<file path="config.mk">
export PLATFORM = sky130hd
export DESIGN_NAME = mp3_stage_sched
export DESIGN_NICKNAME = d
export VERILOG_FILES = /design/src/rtl/mp3_stage_sched.sv
export SDC_FILE = /design/constraint.sdc
export NUM_CORES = 1
export LEC_CHECK = 0
export CAP_MARGIN = 20
export CORE_ASPECT_RATIO = 1.4
export CORE_MARGIN = 2
export CORE_UTILIZATION = 42
export CTS_CLUSTER_DIAMETER = 50
export CTS_CLUSTER_SIZE = 28
export DETAILED_ROUTE_END_ITERATION = 10
export PLACE_DENSITY = 0.63
export RECOVER_POWER = 100
export SYNTH_ARGS = -nofsm -noshare
export SYNTH_HDL_FRONTEND = slang
export SYNTH_SLANG_ARGS = --single-unit
</file>
<file path="constraint.sdc">
create_clock -name CLK_I -period 5.87 [get_ports CLK_I]
set_clock_uncertainty 0.05 [all_clocks]
set_input_delay 0.587 -clock CLK_I [delete_from_list [all_inputs] [get_ports CLK_I]]
set_output_delay 0.587 -clock CLK_I [all_outputs]
set_load 0.01 [all_outputs]
</file>
<file path="src/rtl/mp3_stage_sched.sv">
// mp3_stage_sched
//   Schedules the per-granule/channel decode units of one MP3 frame across
//   stage 1 (Huffman/requantizer/stereo) and stage 2 (IMDCT/synthesis MAC).
//   The stages are pipelined through a ping-pong spectral buffer. Stage 1
//   decodes unit k+1 while stage 2 processes unit k.
//
//   Unit order is gr0ch0, gr0ch1, gr1ch0, gr1ch1 for stereo, and gr0, gr1 for
//   mono (ch is always 0 in mono).
//
// Parameters
//   WDOG_W      watchdog counter width. It is used only when the watchdog is
//               built in. The timeout is 2**WDOG_W-1 cycles.
//
// Optional feature
//   MP3_SCHED_WDOG_EN   When defined, a watchdog covers the stage wait
//                       states. Expiry sets the sticky err flag and returns
//                       every FSM to idle.
//
// Ports
//   CLK_I, RST_I           clock; asynchronous active-high reset
//   module_en              enables new unit launches
//   frame_valid, stereo    frame request (level); channel mode, latched when
//                          the frame is accepted
//   frame_ack              one-cycle pulse when all units of the frame are done
//   huff_start/gr/ch/buf   stage-1 launch pulse and unit descriptor
//   huff_done              stage-1 status (1 = idle/done)
//   mac_start/gr/ch/buf    stage-2 launch pulse and unit descriptor
//   mac_done               stage-2 status (1 = idle/done)
//   pcm_free               PCM RAM can accept one more unit
//   busy                   frame in progress
//   err                    sticky watchdog error (0 when no watchdog)
module mp3_stage_sched #(
  parameter int unsigned WDOG_W = 20
) (
  input  logic CLK_I,
  input  logic RST_I,
  input  logic module_en,
  input  logic frame_valid,
  input  logic stereo,
  output logic frame_ack,
  output logic huff_start,
  input  logic huff_done,
  output logic huff_gr,
  output logic huff_ch,
  output logic huff_buf,
  output logic mac_start,
  input  logic mac_done,
  output logic mac_gr,
  output logic mac_ch,
  output logic mac_buf,
  input  logic pcm_free,
  output logic busy,
  output logic err
);

  if (WDOG_W < 2) begin : g_wdog_w_chk
    $error("mp3_stage_sched: WDOG_W must be at least 2");
  end

  typedef enum logic [1:0] {F_IDLE, F_RUN, F_ACK} f_state_e;
  typedef enum logic [1:0] {H_IDLE, H_START, H_WAIT_BUSY, H_WAIT_DONE} h_state_e;
  typedef enum logic [1:0] {M_IDLE, M_START, M_WAIT_BUSY, M_WAIT_DONE} m_state_e;

  f_state_e   f_state_q, f_state_d;
  h_state_e   h_state_q, h_state_d;
  m_state_e   m_state_q, m_state_d;
  logic       stereo_q, stereo_d;
  logic [1:0] full_q, full_d;
  logic       wr_ptr_q, wr_ptr_d;
  logic       rd_ptr_q, rd_ptr_d;
  logic [2:0] h_cnt_q, h_cnt_d;
  logic [2:0] m_cnt_q, m_cnt_d;
  logic       huff_gr_q, huff_gr_d, huff_ch_q, huff_ch_d, huff_buf_q, huff_buf_d;
  logic       mac_gr_q, mac_gr_d, mac_ch_q, mac_ch_d, mac_buf_q, mac_buf_d;

  logic       wd_abort;
  logic       err_s;

  logic [2:0] units;
  logic       frame_run;
  logic       h_launch, m_launch;
  logic       h_cmpl, m_cmpl;

  assign units     = stereo_q ? 3'd4 : 3'd2;
  assign frame_run = (f_state_q == F_RUN);
  assign h_launch  = frame_run & module_en & (h_cnt_q < units) & ~full_q[wr_ptr_q];
  assign m_launch  = frame_run & module_en & (m_cnt_q < h_cnt_q) & full_q[rd_ptr_q] & pcm_free;
  assign h_cmpl    = (h_state_q == H_WAIT_DONE) & huff_done;
  assign m_cmpl    = (m_state_q == M_WAIT_DONE) & mac_done;

  always_comb begin
    f_state_d  = f_state_q;
    h_state_d  = h_state_q;
    m_state_d  = m_state_q;
    stereo_d   = stereo_q;
    full_d     = full_q;
    wr_ptr_d   = wr_ptr_q;
    rd_ptr_d   = rd_ptr_q;
    h_cnt_d    = h_cnt_q;
    m_cnt_d    = m_cnt_q;
    huff_gr_d  = huff_gr_q;
    huff_ch_d  = huff_ch_q;
    huff_buf_d = huff_buf_q;
    mac_gr_d   = mac_gr_q;
    mac_ch_d   = mac_ch_q;
    mac_buf_d  = mac_buf_q;

    // Stage 1: the unit descriptor is captured at launch and held until the
    // next launch.
    case (h_state_q)
      H_IDLE: begin
        if (h_launch) begin
          h_state_d  = H_START;
          huff_gr_d  = stereo_q ? h_cnt_q[1] : h_cnt_q[0];
          huff_ch_d  = stereo_q & h_cnt_q[0];
          huff_buf_d = wr_ptr_q;
        end
      end
      H_START:     h_state_d = H_WAIT_BUSY;
      H_WAIT_BUSY: if (!huff_done) h_state_d = H_WAIT_DONE;
      H_WAIT_DONE: if (huff_done)  h_state_d = H_IDLE;
      default:     h_state_d = H_IDLE;
    endcase

    case (m_state_q)
      M_IDLE: begin
        if (m_launch) begin
          m_state_d = M_START;
          mac_gr_d  = stereo_q ? m_cnt_q[1] : m_cnt_q[0];
          mac_ch_d  = stereo_q & m_cnt_q[0];
          mac_buf_d = rd_ptr_q;
        end
      end
      M_START:     m_state_d = M_WAIT_BUSY;
      M_WAIT_BUSY: if (!mac_done) m_state_d = M_WAIT_DONE;
      M_WAIT_DONE: if (mac_done)  m_state_d = M_IDLE;
      default:     m_state_d = M_IDLE;
    endcase

    // A stage-1 fill and a stage-2 drain in the same cycle always touch
    // different halves, so both updates are applied.
    if (h_cmpl) begin
      full_d[wr_ptr_q] = 1'b1;
      wr_ptr_d         = ~wr_ptr_q;
      h_cnt_d          = h_cnt_q + 3'd1;
    end
    if (m_cmpl) begin
      full_d[rd_ptr_q] = 1'b0;
      rd_ptr_d         = ~rd_ptr_q;
      m_cnt_d          = m_cnt_q + 3'd1;
    end

    case (f_state_q)
      F_IDLE: begin
        if (frame_valid & module_en & ~err_s) begin
          f_state_d = F_RUN;
          stereo_d  = stereo;
          h_cnt_d   = '0;
          m_cnt_d   = '0;
        end
      end
      F_RUN:   if (m_cnt_q == units) f_state_d = F_ACK;
      F_ACK:   f_state_d = F_IDLE;
      default: f_state_d = F_IDLE;
    endcase

    if (wd_abort) begin
      f_state_d = F_IDLE;
      h_state_d = H_IDLE;
      m_state_d = M_IDLE;
      full_d    = '0;
      wr_ptr_d  = 1'b0;
      rd_ptr_d  = 1'b0;
    end
  end

  always_ff @(posedge CLK_I or posedge RST_I) begin
    if (RST_I) begin
      f_state_q  <= F_IDLE;
      h_state_q  <= H_IDLE;
      m_state_q  <= M_IDLE;
      stereo_q   <= 1'b0;
      full_q     <= '0;
      wr_ptr_q   <= 1'b0;
      rd_ptr_q   <= 1'b0;
      h_cnt_q    <= '0;
      m_cnt_q    <= '0;
      huff_gr_q  <= 1'b0;
      huff_ch_q  <= 1'b0;
      huff_buf_q <= 1'b0;
      mac_gr_q   <= 1'b0;
      mac_ch_q   <= 1'b0;
      mac_buf_q  <= 1'b0;
    end else begin
      f_state_q  <= f_state_d;
      h_state_q  <= h_state_d;
      m_state_q  <= m_state_d;
      stereo_q   <= stereo_d;
      full_q     <= full_d;
      wr_ptr_q   <= wr_ptr_d;
      rd_ptr_q   <= rd_ptr_d;
      h_cnt_q    <= h_cnt_d;
      m_cnt_q    <= m_cnt_d;
      huff_gr_q  <= huff_gr_d;
      huff_ch_q  <= huff_ch_d;
      huff_buf_q <= huff_buf_d;
      mac_gr_q   <= mac_gr_d;
      mac_ch_q   <= mac_ch_d;
      mac_buf_q  <= mac_buf_d;
    end
  end

`ifdef MP3_SCHED_WDOG_EN
  logic [WDOG_W-1:0] wd_h_q, wd_h_d;
  logic [WDOG_W-1:0] wd_m_q, wd_m_d;
  logic              err_q, err_d;
  logic              h_wait, m_wait;

  assign h_wait   = (h_state_q == H_WAIT_BUSY) | (h_state_q == H_WAIT_DONE);
  assign m_wait   = (m_state_q == M_WAIT_BUSY) | (m_state_q == M_WAIT_DONE);
  // The trip decision uses registered values only. This keeps the abort path
  // out of the next-state loop.
  assign wd_abort = (h_wait & (wd_h_q == '1)) | (m_wait & (wd_m_q == '1));
  assign err_s    = err_q;

  always_comb begin
    wd_h_d = '0;
    wd_m_d = '0;
    err_d  = err_q | wd_abort;
    if (h_wait && (h_state_d == h_state_q)) wd_h_d = wd_h_q + 1'b1;
    if (m_wait && (m_state_d == m_state_q)) wd_m_d = wd_m_q + 1'b1;
  end

  always_ff @(posedge CLK_I or posedge RST_I) begin
    if (RST_I) begin
      wd_h_q <= '0;
      wd_m_q <= '0;
      err_q  <= 1'b0;
    end else begin
      wd_h_q <= wd_h_d;
      wd_m_q <= wd_m_d;
      err_q  <= err_d;
    end
  end
`else
  assign wd_abort = 1'b0;
  assign err_s    = 1'b0;
`endif

  assign frame_ack  = (f_state_q == F_ACK);
  assign busy       = (f_state_q != F_IDLE);
  assign err        = err_s;
  assign huff_start = (h_state_q == H_START);
  assign huff_gr    = huff_gr_q;
  assign huff_ch    = huff_ch_q;
  assign huff_buf   = huff_buf_q;
  assign mac_start  = (m_state_q == M_START);
  assign mac_gr     = mac_gr_q;
  assign mac_ch     = mac_ch_q;
  assign mac_buf    = mac_buf_q;

endmodule

</file>
* After elaboration in Yosys (flattened, before gate mapping)
Index checks and enable logic that the tools add are counted.
** Word-level totals
- Register bits :: 23
- Word-level logic and storage cells :: 99
- Input port bits :: 8
- Output and inout bits :: 11
** Operators by class
- Order comparisons :: 6
- Add/sub/neg operators :: 2
- Muxes and demuxes :: 30
- Equality and inequality tests :: 17
- Bitwise logic cells :: 17
- Reduce and logical (&&, ||, !) cells :: 12
** Operators with widths (count)
- $mux W3 :: 7
- $mux W2 :: 10
- $pmux W2 S4 :: 2
- $ne A2 B2 Y1 const B :: 7
- $and A1 B1 Y1 :: 11
- $eq A2 B2 Y1 const B :: 5
- $mux W1 :: 8
- $reduce_and A2 Y1 :: 4
- $add A3 B1 Y3 const B :: 2
- $eq A2 B1 Y1 const B :: 3
- $logic_not A2 Y1 :: 3
- $lt A3 B3 Y1 :: 2
- $reduce_and A3 Y1 :: 2
- $lt A1 B2 Y1 const B :: 2
- $pmux W2 S2 :: 1
- $eq A3 B3 Y1 :: 1
- $not A1 Y1 :: 3
- $and A2 B2 Y2 :: 1
- $demux W1 S1 :: 2
- $ge A1 B1 Y1 const B :: 2
- $logic_and A1 B1 Y1 :: 2
- $ne A2 B1 Y1 const B :: 1
- $not A2 Y2 :: 1
- $or A2 B2 Y2 :: 1
- $reduce_bool A2 Y1 :: 1

* Longest topological paths before layout
- Depth in word-level cells :: 8
- Gate-level depth with buffers :: 7
- Mapped depth without buffers :: 6

* Worst setup path before layout
OpenSTA, ideal clock, no wires.
- Kind :: reg-to-reg
- Start point :: register stereo_q
- End point :: register h_state_q[1]
- Path slack :: 3.979 ns
- Stages on the path, launching flop included :: 8
- Path buffers :: 1
- Library setup time :: 0.125 ns
- Required time :: 5.695 ns
- Arrival time :: 1.716 ns
- Period minus slack after synthesis :: 1.891 ns
- Cells stage by stage :: dfrtp_1 -> clkbuf_2 -> inv_1 -> ha_1 -> and4bb_2 -> nand3_1 -> a221oi_2 -> mux2_2
** On the way
- Cells in the longest elaborated chain, start to end :: 6
** Ends and longest elaborated chain
- start: declaration :: line 67 : logic stereo_q, stereo_d;
- start signal: assignment :: line 198 : stereo_q <= stereo_d;
- $mux W3 :: line 84 : assign units = stereo_q ? 3'd4 : 3'd2;
- $lt A3 B3 Y1 :: line 86 : assign h_launch = frame_run & module_en & (h_cnt_q < units) & ~full_q[wr_ptr_q];
- $and A1 B1 Y1 (2 in series) :: line 86
- $ne A2 B2 Y1 (no line)
- $reduce_and A3 Y1 (no line)
- end signal: assignment :: line 196 : h_state_q <= h_state_d;
- end: declaration :: line 65 : h_state_e h_state_q, h_state_d;
Every way passes these cells.
A chain may end at the register's enable or synchronous reset.

* Final worst setup path
- Start point :: register m_state_q[1]
- End point :: output port mac_start
** On the way
- Cells in the longest elaborated chain, start to end :: 1
** Ends and longest elaborated chain
- start: declaration :: line 66 : m_state_e m_state_q, m_state_d;
- start signal: assignment :: line 197 : m_state_q <= m_state_d;
- $eq A2 B1 Y1 :: line 257 : assign mac_start = (m_state_q == M_START);
- end: declaration :: line 46 : output logic mac_start,
Every way passes these cells.

==> reports/metrics.yaml <==
sta:
  max_slew.worst_pin.slew_ps: 885.8
  fmax_ghz: 0.4481
  hold_viol: 0
  period_share: 0.3802
  hold_slack_ps: 443.0
  rsz0062_at_grt: "no"
  relSlewSlack: 0.4088
  slew_violations: 0
  period_needed_ps: 2232
  layout_setup_ws_ps: 3638
  final-setup-viol-count: 0
  final.setup.tns_ps: 0
global_route:
  grt_pass1_vias: 1140
  grt.overflow.total: 0
  antenna_found_initial: 0
  grt_pass1_wl_mm: 5.002
  grt_max_degree: 24
  grtUsageTotal: 0.1753
die:
  dieArea_sq_mm: 0.003748
  fp-row-count: 24
  die_width_um: 52.32
  initial_utilization: 0.4395
  core_area_sq_mm: 0.003123
  die_height_um: 71.64
  io_pins: 19
synthesis:
  ys_ff_latch: 23
  postSynthAreaPerCell_sq_um: 10.09
  synth-seq-area-share: 0.4193
  yosysWarnings: 0
  synth_top_cell_area_share: 0.4193
  synth_top_cell_by_area: "dfrtp_1"
  synth-main-ff-cell: "dfrtp_1"
  synthTopCellsByArea: "dfrtp_1, ha_1, mux2i_1, inv_1, nand2_1"
  synth_nets: 159
  synth-edff-count: 0
  synthDistinctLibCells: 36
  synth_area_sq_mm: 0.001373
  async_reset_ff_frac: 1.000
  netlist_instances: 136
finish:
  diodes: 0
  mostFrequentLayoutCell: "dfrtp_1"
  area_growth_pct: 17.05
  layout.nets: 178
  final_cell_mix: "dfrtp_1, ha_1, dlygate4sd3_1"
  final_core_util: 0.5144
  drive_gt1_frac: 0.07792
cts:
  cts_setup_buffers: 0
  cts_hold_buf: 0
  cts_tree: "done"
  cts_buffer_depth: 2
  cts_buffers: 3
  post_cts_resized: 0
  htree_levels: 1
  path_clk_slew_ps: 90
  clock_sinks: 23
  cts_root_buf: "clkbuf_8"
  insertion_delay_ps: 270
worst_setup_path:
  rrSetupSlack_ps: 3640
  worst_ep_arrival_time_ps: 1590
  required_ps: 5230
  cp-endpoint: "mac_start"
  start_kind: "flop"
  r2r-start: "stereo_q"
  worstSetupStartpoint: "m_state_q[1]"
  path_class: "reg2out"
  rr_endpoint: "h_state_q[1]"
  cp-end-kind: "output port"
  worstRegToRegCells: 6
  path_max_fanout: 5
pwr:
  total_power_uw: 818.3
  p_per_area_mw_per_mm2: 509.3
  leakage_uw: 0.0007640
  ir_drop_v: 0.0002595
status:
  status: "complete, no violations"
placement:
  dp_hpwl_mm: 2.112
  post-place-ws_ps: 3577
  gp_congestion: 0.7283
  io_buffers: 17
min_path:
  hp-class: "reg2reg"
route:
  drt_iter0_markers: 12
  via_per_inst: 5.275
  wl_mm: 2.769
  dr.pass1.iters: 4
  drc: 0
  wl_per_cell_um: 14.35
  ant_nets: 0
  vias: 1018
run:
  max_cap_viol_count: 0
[logic make-up after synthesis]
| family | after synthesis | share of synthesized area |
|---|---|---|
| AO/OA/AOI/OAI | 23 | 0.1094 |
| XOR/XNOR | 6 | 0.03829 |
| adder cells (fa/ha/maj) | 15 | 0.1367 |
| buffers and inverters | 15 | 0.04466 |
| flip-flops | 23 | 0.4193 |
| multiplexers | 10 | 0.08295 |
| other | 1 | 0.002732 |
| AND/OR/NAND/NOR | 43 | 0.1659 |
[final cells by class]
cell class / count / area [sq um]
Fill cell: 276 / 1516
Sequential cell: 23 / 575.6
Inverter: 12 / 45.04
Clock buffer: 3 / 41.29
Tap cell: 39 / 48.80
Clock inverter: 1 / 7.507
Timing Repair Buffer: 17 / 170.2
Multi-Input combinational cell: 98 / 718.2
[how the worst min path moves through the flow]
stage,start,cells past startpoint,slack (ps),endpoint
after floorplan,full_q[0],1,440,full_q[0]
after global placement,huff_ch,2,420,huff_ch
after detailed placement,huff_gr,2,430,huff_gr
after CTS,huff_ch,2,460,huff_ch
after global routing,huff_buf,1,490,huff_buf
final,huff_gr,2,440,huff_gr
[synthesized netlist by cell type (2+ instances only)]
master	instances
dfrtp_1	23
ha_1	15
inv_1	12
nand2_1	11
nor2_1	10
nand3_1	7
a21oi_1	6
a31oi_1	6
mux2i_1	5
nor2b_1	4
o21ai_0	4
xnor2_1	4
mux2_2	3
and3_4	2
mux2_4	2
xor2_1	2
[critical path: stages (launching register included)]
cell and delay [ps]:
dfrtp_1 440, inv_1 110, ha_1 180, dlygate4sd3_1 590
[state kept, by name (all words and copies together), names as in the netlist, 2 cells and up]
register,cells
m_state_q,2
h_cnt_q,3
full_q,2
h_state_q,2
f_state_q,2
m_cnt_q,3
[where the power goes]
part	switching [uW]	leakage (uW)	internal (uW)	total, uW
sequential	80.1	0.000287	229	309
clock	55.3	0.0000217	48.1	103
combinational	208	0.000455	198	406
total	343	0.000764	475	818
[layer usage]
layer  GRT usage  part of all wire  up-vias
li1            -                 -      501
met1      0.2003              0.42      495
met2      0.3125              0.54       17
met3     0.02917             0.022        5
met4     0.07407             0.014        0
met5           0                 0        -
[stage by stage]
stage                     area [sq um]  instances
final                             1607        193
after global routing              1607        193
after CTS                         1624        193
after detailed placement          1575        189
after global placement            1575        189
after floorplan                   1373        136
Power figures use the tool's default switching activity.
